**src/rtl/rf_access_sched_if.sv**
```systemverilog
`default_nettype none
// ============================================================================
// Module   : rf_access_sched_if
// Purpose  : Bundles the requester and register-file signals of the
//            register file port scheduler.
// Revision : 1.0 - initial release
// ============================================================================
interface rf_access_sched_if #(
    parameter int DW = 16,
    parameter int AW = 4
);
    logic [4:0]    IDBS;
    logic          LCS_n;
    logic          WRTRF;
    logic          PREQ;
    logic          PWR;
    logic [AW-1:0] PADDR;
    logic [DW-1:0] RF_DATA;
    logic          RRF_n;
    logic          WRF_n;
    logic          ERF_n;
    logic          ADDR_SEL;
    logic [AW-1:0] PADDR_Q;
    logic          STALL_n;
    logic          PACK;
    logic [DW-1:0] PDATA;

    // Requester / register-file side.
    modport master (
        output IDBS, LCS_n, WRTRF, PREQ, PWR, PADDR, RF_DATA,
        input  RRF_n, WRF_n, ERF_n, ADDR_SEL, PADDR_Q, STALL_n, PACK, PDATA
    );

    // Scheduler side.
    modport slave (
        input  IDBS, LCS_n, WRTRF, PREQ, PWR, PADDR, RF_DATA,
        output RRF_n, WRF_n, ERF_n, ADDR_SEL, PADDR_Q, STALL_n, PACK, PDATA
    );
endinterface
`default_nettype wire

```
**src/rtl/rf_access_sched.sv**
```systemverilog
`default_nettype none
// ============================================================================
// Module   : rf_access_sched
// Purpose  : Grants the single register file port to microcode write, microcode
//            read or the panel, with a starvation guard for the panel.
// Revision : 1.0 - initial release
// ============================================================================
module rf_access_sched #(
    parameter int STARVE_LIMIT = 4,
    parameter int DW           = 16,
    parameter int AW           = 4
) (
    input  wire                  sysclk,
    input  wire                  sys_rst_n,
    rf_access_sched_if.slave     bus
);

    typedef enum logic [2:0] {
        OP_IDLE   = 3'd0,
        OP_CPU_RD = 3'd1,
        OP_CPU_WR = 3'd2,
        OP_PNL_RD = 3'd3,
        OP_PNL_WR = 3'd4
    } op_t;

    localparam logic [3:0] c_LIMIT = 4'(STARVE_LIMIT);

    op_t           r_op;
    logic          r_rrf_n;
    logic          r_wrf_n;
    logic          r_addr_sel;
    logic          r_pack;
    logic          r_pnl_busy;
    logic [3:0]    r_starve_cnt;
    logic [AW-1:0] r_paddr_q;
    logic [DW-1:0] r_pdata;

    logic w_cpu_rd;
    logic w_cpu_wr;
    logic w_pnl;
    logic w_force;
    logic w_pnl_grant;
    logic w_op_is_pnl;
    op_t  w_op_nxt;

    assign w_cpu_rd    = bus.LCS_n && (bus.IDBS == 5'd5);
    assign w_cpu_wr    = bus.WRTRF;
    // A PREQ still high during PACK belongs to the finished transaction.
    assign w_pnl       = bus.PREQ && !r_pack && !r_pnl_busy;
    assign w_force     = w_pnl && (r_starve_cnt == c_LIMIT);
    assign w_pnl_grant = w_force || (w_pnl && !w_cpu_wr && !w_cpu_rd);
    assign w_op_is_pnl = (r_op == OP_PNL_RD) || (r_op == OP_PNL_WR);

    always_comb begin
        w_op_nxt = OP_IDLE;
        if (w_force)
            w_op_nxt = bus.PWR ? OP_PNL_WR : OP_PNL_RD;
        else if (w_cpu_wr)
            w_op_nxt = OP_CPU_WR;
        else if (w_cpu_rd)
            w_op_nxt = OP_CPU_RD;
        else if (w_pnl)
            w_op_nxt = bus.PWR ? OP_PNL_WR : OP_PNL_RD;
    end

    // CPU is stalled when the panel is forced in or a read loses to a write.
    assign bus.STALL_n = !sys_rst_n ||
                         !((w_cpu_wr || w_cpu_rd) && (w_force || (w_cpu_wr && w_cpu_rd)));

    always_ff @(posedge sysclk) begin
        if (!sys_rst_n) begin
            r_op         <= OP_IDLE;
            r_rrf_n      <= 1'b1;
            r_wrf_n      <= 1'b1;
            r_addr_sel   <= 1'b0;
            r_pack       <= 1'b0;
            r_pnl_busy   <= 1'b0;
            r_starve_cnt <= 4'd0;
            r_paddr_q    <= '0;
            r_pdata      <= '0;
        end else begin
            r_op       <= w_op_nxt;
            r_rrf_n    <= !((w_op_nxt == OP_CPU_RD) || (w_op_nxt == OP_PNL_RD));
            r_wrf_n    <= !((w_op_nxt == OP_CPU_WR) || (w_op_nxt == OP_PNL_WR));
            r_addr_sel <= (w_op_nxt == OP_PNL_RD) || (w_op_nxt == OP_PNL_WR);
            r_pack     <= w_op_is_pnl;

            if (w_pnl_grant)
                r_pnl_busy <= 1'b1;
            else if (w_op_is_pnl)
                r_pnl_busy <= 1'b0;

            if (w_pnl_grant)
                r_paddr_q <= bus.PADDR;

            if (r_op == OP_PNL_RD)
                r_pdata <= bus.RF_DATA;

            if (!bus.PREQ || w_pnl_grant)
                r_starve_cnt <= 4'd0;
            else if (w_pnl && (r_starve_cnt != c_LIMIT))
                r_starve_cnt <= r_starve_cnt + 4'd1;
        end
    end

    assign bus.RRF_n    = r_rrf_n;
    assign bus.WRF_n    = r_wrf_n;
    assign bus.ERF_n    = r_rrf_n && r_wrf_n;
    assign bus.ADDR_SEL = r_addr_sel;
    assign bus.PADDR_Q  = r_paddr_q;
    assign bus.PACK     = r_pack;
    assign bus.PDATA    = r_pdata;

endmodule
`default_nettype wire

```
**src/flat_wrapper.sv**
```systemverilog
// flat-port wrapper written by rule: the top's interface ports become plain ports
module rf_access_sched_flat 
#(
    parameter int STARVE_LIMIT = 4,
    parameter int DW           = 16,
    parameter int AW           = 4
)
  (sysclk, sys_rst_n, bus_IDBS, bus_LCS_n, bus_WRTRF, bus_PREQ, bus_PWR, bus_PADDR, bus_RF_DATA, bus_RRF_n, bus_WRF_n, bus_ERF_n, bus_ADDR_SEL, bus_PADDR_Q, bus_STALL_n, bus_PACK, bus_PDATA);
  rf_access_sched_if #(.DW(DW), .AW(AW)) bus_i ();
  input  wire sysclk;
  input  wire sys_rst_n;
  input wire logic [$bits(bus_i.IDBS)-1:0] bus_IDBS;
  input wire logic [$bits(bus_i.LCS_n)-1:0] bus_LCS_n;
  input wire logic [$bits(bus_i.WRTRF)-1:0] bus_WRTRF;
  input wire logic [$bits(bus_i.PREQ)-1:0] bus_PREQ;
  input wire logic [$bits(bus_i.PWR)-1:0] bus_PWR;
  input wire logic [$bits(bus_i.PADDR)-1:0] bus_PADDR;
  input wire logic [$bits(bus_i.RF_DATA)-1:0] bus_RF_DATA;
  output wire logic [$bits(bus_i.RRF_n)-1:0] bus_RRF_n;
  output wire logic [$bits(bus_i.WRF_n)-1:0] bus_WRF_n;
  output wire logic [$bits(bus_i.ERF_n)-1:0] bus_ERF_n;
  output wire logic [$bits(bus_i.ADDR_SEL)-1:0] bus_ADDR_SEL;
  output wire logic [$bits(bus_i.PADDR_Q)-1:0] bus_PADDR_Q;
  output wire logic [$bits(bus_i.STALL_n)-1:0] bus_STALL_n;
  output wire logic [$bits(bus_i.PACK)-1:0] bus_PACK;
  output wire logic [$bits(bus_i.PDATA)-1:0] bus_PDATA;
  assign bus_i.IDBS = bus_IDBS;
  assign bus_i.LCS_n = bus_LCS_n;
  assign bus_i.WRTRF = bus_WRTRF;
  assign bus_i.PREQ = bus_PREQ;
  assign bus_i.PWR = bus_PWR;
  assign bus_i.PADDR = bus_PADDR;
  assign bus_i.RF_DATA = bus_RF_DATA;
  assign bus_RRF_n = bus_i.RRF_n;
  assign bus_WRF_n = bus_i.WRF_n;
  assign bus_ERF_n = bus_i.ERF_n;
  assign bus_ADDR_SEL = bus_i.ADDR_SEL;
  assign bus_PADDR_Q = bus_i.PADDR_Q;
  assign bus_STALL_n = bus_i.STALL_n;
  assign bus_PACK = bus_i.PACK;
  assign bus_PDATA = bus_i.PDATA;
  rf_access_sched #(.STARVE_LIMIT(STARVE_LIMIT), .DW(DW), .AW(AW)) u_core (.sysclk(sysclk), .sys_rst_n(sys_rst_n), .bus(bus_i));
endmodule
```
**config.mk**
```make
export PLATFORM = sky130hd
export DESIGN_NAME = rf_access_sched_flat
export DESIGN_NICKNAME = d
export VERILOG_FILES = /design/src/rtl/rf_access_sched_if.sv /design/src/rtl/rf_access_sched.sv /design/src/flat_wrapper.sv
export SDC_FILE = /design/constraint.sdc
export NUM_CORES = 1
export LEC_CHECK = 0
export ABC_CLOCK_PERIOD_IN_PS = 1400
export CORE_MARGIN = 3
export CORE_UTILIZATION = 38
export CTS_CLUSTER_DIAMETER = 200
export CTS_CLUSTER_SIZE = 8
export DETAILED_ROUTE_END_ITERATION = 7
export PLACE_DENSITY = 0.75
export SYNTH_ARGS = -nofsm -noshare
export SYNTH_HDL_FRONTEND = slang
export SYNTH_SLANG_ARGS = --single-unit
```
**constraint.sdc**
```tcl
create_clock -name sysclk -period 1.4 [get_ports sysclk]
set_input_delay 0.14 -clock sysclk [delete_from_list [all_inputs] [get_ports sysclk]]
set_output_delay 0.14 -clock sysclk [all_outputs]
set_load 0.01 [all_outputs]
```
-- Word level (Yosys, flattened, before mapping)
Cells that the tools add are included.
- $add $sub $neg: 1
- reduce and logical (&&, ||, !) cells: 30
- equal/unequal tests: 9
- bitwise logic cells: 1
- multiplexer cells: 7
- operators by type and width (cell ; count):
    3-bit two-way mux ; 5
    1-bit logical AND ; 10
    3-bit by 2-bit equality test with 1-bit output (second input constant) ; 3
    1-bit zero test ; 9
    1-bit logical OR ; 9
    3-bit equality test (second input constant) ; 2
    5-bit by 3-bit equality test with 1-bit output (second input constant) ; 1
    4-bit by 1-bit adder with 4-bit output (second input constant) ; 1
    4-bit by 3-bit equality test with 1-bit output (second input constant) ; 1
    4-bit by 3-bit inequality test with 1-bit output (second input constant) ; 1
    3-bit by 1-bit equality test with 1-bit output (second input constant) ; 1
    1-bit two-way mux ; 2
    2-bit nonzero test ; 1
    2-bit OR reduction ; 1
    1-bit NOT ; 1
- bits of input ports: 31
- word-level logic and storage cells: 57
- bits in registers: 32
- output and inout port bits: 26

-- Depth between registers and ports, before layout
- word-level depth: 10
- mapped depth: 6

-- Worst setup path after synthesis
No wires, ideal clock.
- path kind: flip-flop to output port
- start: register u_core.r_starve_cnt[0]
- end: output port bus_STALL_n
- slack: 7 ps
- cell stages (with the launch flop): 7
- data arrival time: 1253 ps
- cells stage by stage: dfxtp_1 > inv_1 > ha_1 > nand3b_2 > nor2_2 > maj3_1 > nand2_1
- longest elaborated chain between the ends: 6
- ends and longest elaborated chain (element ; line ; source):
    from (decl) ; rf_access_sched.sv:34 ; logic [3:0] r_starve_cnt;
    from (signal assigned) ; rf_access_sched.sv:102 ; r_starve_cnt <= r_starve_cnt + 4'd1;
    4-bit by 3-bit equality test with 1-bit output ; rf_access_sched.sv:50 ; assign w_force = w_pnl && (r_starve_cnt == c_LIMIT);
    1-bit logical AND ; rf_access_sched.sv:50 ;
    1-bit logical OR ; rf_access_sched.sv:68 ; !((w_cpu_wr || w_cpu_rd) && (w_force || (w_cpu_wr && w_cpu_rd)));
    1-bit logical AND ; rf_access_sched.sv:68 ;
    1-bit zero test ; rf_access_sched.sv:68 ;
    1-bit logical OR ; rf_access_sched.sv:67 ; assign bus.STALL_n = !sys_rst_n ||
    to (decl) ; flat_wrapper.sv:24 ; output wire logic [$bits(bus_i.STALL_n)-1:0] bus_STALL_n;
No other way between the ends.

-- Worst setup path in the final report
- start: register u_core.r_pack (netlist: u_core.bus.PACK)
- end: output port bus_STALL_n
- longest elaborated chain between the ends: 8
- ends and longest elaborated chain (element ; line ; source):
    from (decl) ; rf_access_sched.sv:32 ; logic r_pack;
    from (signal assigned) ; rf_access_sched.sv:86 ; r_pack <= w_op_is_pnl;
    1-bit zero test ; rf_access_sched.sv:49 ; assign w_pnl = bus.PREQ && !r_pack && !r_pnl_busy;
    1-bit logical AND (2 in series) ; rf_access_sched.sv:49 ;
    1-bit logical AND ; rf_access_sched.sv:50 ;
    1-bit logical OR ; rf_access_sched.sv:68 ;
    1-bit logical AND ; rf_access_sched.sv:68 ;
    1-bit zero test ; rf_access_sched.sv:68 ;
    1-bit logical OR ; rf_access_sched.sv:67 ;
No other way between the ends.

==> reports/results.ini <==
[setup_path]
cp.arrival_ns = 1.54
startpoint_type = register
cp_max_fo = 2
required_ns = 1.26
endpoint_kind = output pin
r2r_slack_ns = -0.22
timing.critical_path.from = u_core.bus.PACK$_SDFF_PN0_
timing.rr.start = u_core.bus.PACK$_SDFF_PN0_
path_class = reg -> out

[global_routing]
grt_overflow = 0
antenna_found_initial = 0
grt_first_pass_wirelength_microns = 5747
grt_use_total = 0.1771
grt_max_degree = 34
grt_pass1_vias = 1292

[floorplanning]
die_width_microns = 66.05
start_util = 0.4011
core_area_sq_um = 3416
rows = 21
die_area_sq_um = 4362
die_height_microns = 66.05
ios = 57

[yosys]
avgSynthCellArea_sq_um = 9.320
ys_types = 33
synth.cell_area_sq_um = 1370
yosys_warnings = 0
async_flop_share = 0
synth_top_area_cell = dfxtp_1
synthCells = 147
synth_top_area_frac = 0.4676
synth_ff_type = dfxtp_1
seq_area_frac_synth = 0.4676
synthTopCellsByArea = dfxtp_1 (47%), nand2_1 (13%), a21boi_0 (6.6%), mux2i_1 (3.7%), nor3_2 (2.9%)
syn_nets = 180
ys_ff_latch = 32
synth_edf_count = 0

[route]
postRouteAntennaNets = 0
first_iter_violations = 32
detail_route.vias_per_cell = 4.616
drc_errors = 0
wire_per_inst_microns = 13.14
firstDrtPassIters = 4
wl_microns = 3628
vias = 1274

[worst_hold_path]
hold_class = in -> reg
worstHoldStart = bus_PADDR[1]

[power_and_ir_drop]
ir_worst_vdd_mv = 0.5365
p_per_area_nw_per_um2 = 776.6
power_mw = 1.816
power.leakage_nw = 1.054

[sta]
skew_ns = 0.01143
setup_viol = 15
slew_viol_final = 0
worst_slew_pin_slew_ns = 0.2772
layout_setup_ws_ns = -0.2843
fmax_ghz = 0.5937
fin_crit_ns = 1.684
slew_headroom = 0.8152
finalHoldViolCount = 0
post-route-period-util = 1.203
rsz0062_at_grt = yes

[clock_network]
path_clk_slew_ns = 0.11
cts_buffer_depth = 2
cts_tree = done
clock_sinks = 32
cts_hold_buf = 0
clock-root-buffer = clkbuf_4
numCtsBuffers = 5
clk_latency_ns = 0.33
htreeDepth = 2

[final_layout]
nets = 262
area_growth_syn_to_layout_pct = 70.68
n_antenna_cell = 0
final_area_sq_um = 2338
drive_gt1_frac = 0.2522

[run_status]
status = finished with violations
failed_checks = setup timing

[place]
placed_area_sq_um = 2092
io_buffers = 56
place_ws_ns = -0.5728
hpwl_microns = 2598
gp_congestion = 0.7427

[job]
cap_violations = 0

logic make-up (layout without fill, tap and decap cells):
family,count (synthesis),in the layout,synth area share
xor+xnor,3,3,0.01918
fa+ha+maj,3,3,0.02557
mux,5,5,0.03653
buf+inv,9,92,0.03196
compound gates,26,26,0.1406
simple gates,69,69,0.2786
flops,32,32,0.4676
critical path: stages (launching register included):
cell and delay (ns):
dfxtp_2 0.33, or3b_4 0.41, nor2_4 0.12, maj3_2 0.18, nand2_1 0.04, buf_2 0.13
state kept, by name, indices dropped and copies added (netlist names):
register,flops
u_core.bus.PADDR_Q,4
u_core.r_starve_cnt,4
u_core.bus.ADDR_SEL,1
u_core.bus.PACK,1
u_core.r_pnl_busy,1
u_core.bus.RRF_n,1
u_core.bus.PDATA,16
u_core.r_op,3
u_core.bus.WRF_n,1
final cells by class:
cell class	instances	area (sq um)
Fill cell	260	1077
Timing Repair Buffer	82	822.0
Multi-Input combinational cell	106	744.5
Sequential cell	32	645.6
Tap cell	46	57.56
Clock buffer	6	51.30
Clock inverter	2	10.01
Inverter	2	7.507
metal layers:
layer,part of all wire,GRT usage
met3,0.044,0.04592
met4,0.018,0.08883
met2,0.56,0.3217
met5,0,0
met1,0.38,0.1868
cells in the final DEF (no fill, tap or decap), types with 2 or more instances in the layout:
| cell type | synthesis | layout |
|---|---|---|
| dlygate4sd2_1 | 0 | 2 |
| mux2i_1 | 5 | 5 |
| dfxtp_1 | 32 | 28 |
| buf_12 | 0 | 2 |
| clkinv_2 | 0 | 2 |
| nor2_1 | 2 | 2 |
| o21a_1 | 3 | 3 |
| a21boi_1 | 5 | 5 |
| dfxtp_2 | 0 | 4 |
| inv_2 | 0 | 2 |
| clkbuf_4 | 0 | 5 |
| nand3_1 | 2 | 2 |
| o21ai_1 | 2 | 2 |
| and3_1 | 2 | 2 |
| nor3_2 | 4 | 4 |
| a21boi_0 | 12 | 12 |
| clkdlybuf4s50_1 | 0 | 43 |
| nand2_1 | 46 | 46 |
| nor3b_4 | 1 | 2 |
| dlymetal6s2s_1 | 0 | 10 |
| xor2_1 | 2 | 2 |
| buf_4 | 0 | 22 |
| and2_1 | 2 | 2 |
timing repair:
action / 4_1_cts / 5_1_grt
gates cloned: 1 / 0
buffers inserted: 4 / 4
pin swaps: 6 / 7
resized for setup: 20 / 14
setup endpoints to repair: 14 / 25
path summary, 6_finish.rpt:
kind                                        endpoint  depth (start not counted)
hold reg to reg     u_core.bus.PDATA[8]$_SDFFE_PN0N_                          2
setup reg to reg      u_core.r_pnl_busy$_SDFFE_PN0P_                          7
hold / removal    u_core.bus.PADDR_Q[1]$_SDFFE_PN0P_                          3
setup / recovery                         bus_STALL_n                          5
stage by stage:
step	hold slack, ns	utilization	std cells	TNS, ns
final	0.3542	0.6846	276	-2.698
after floorplan	0.2748	-	147	0
after detailed placement	0.4499	0.6125	259	-5.072
after global routing	0.3516	0.6846	276	-3.325
after CTS	0.3496	0.6601	272	-1.278
after global placement	0.4406	0.6125	259	-4.875
where the power goes:
group | leakage [nW] | internal (mW) | switching (mW) | total [mW]
registers | 0.261 | 0.933 | 0.0113 | 0.945
clock network | 0.0380 | 0.239 | 0.309 | 0.548
logic | 0.754 | 0.206 | 0.117 | 0.323
synth_stat cells (all sizes together), types with 2 or more instances:
master  number
xor2         2
and2         2
nor3b        3
nand3        2
nand2       46
nor3         4
and3         3
buf          3
a211oi       2
clkbuf       4
ha           2
dfxtp       32
o21ai        2
mux2i        5
inv          2
a21boi      17
nor2         3
o21a         3
Power figures use the tool's default switching activity.
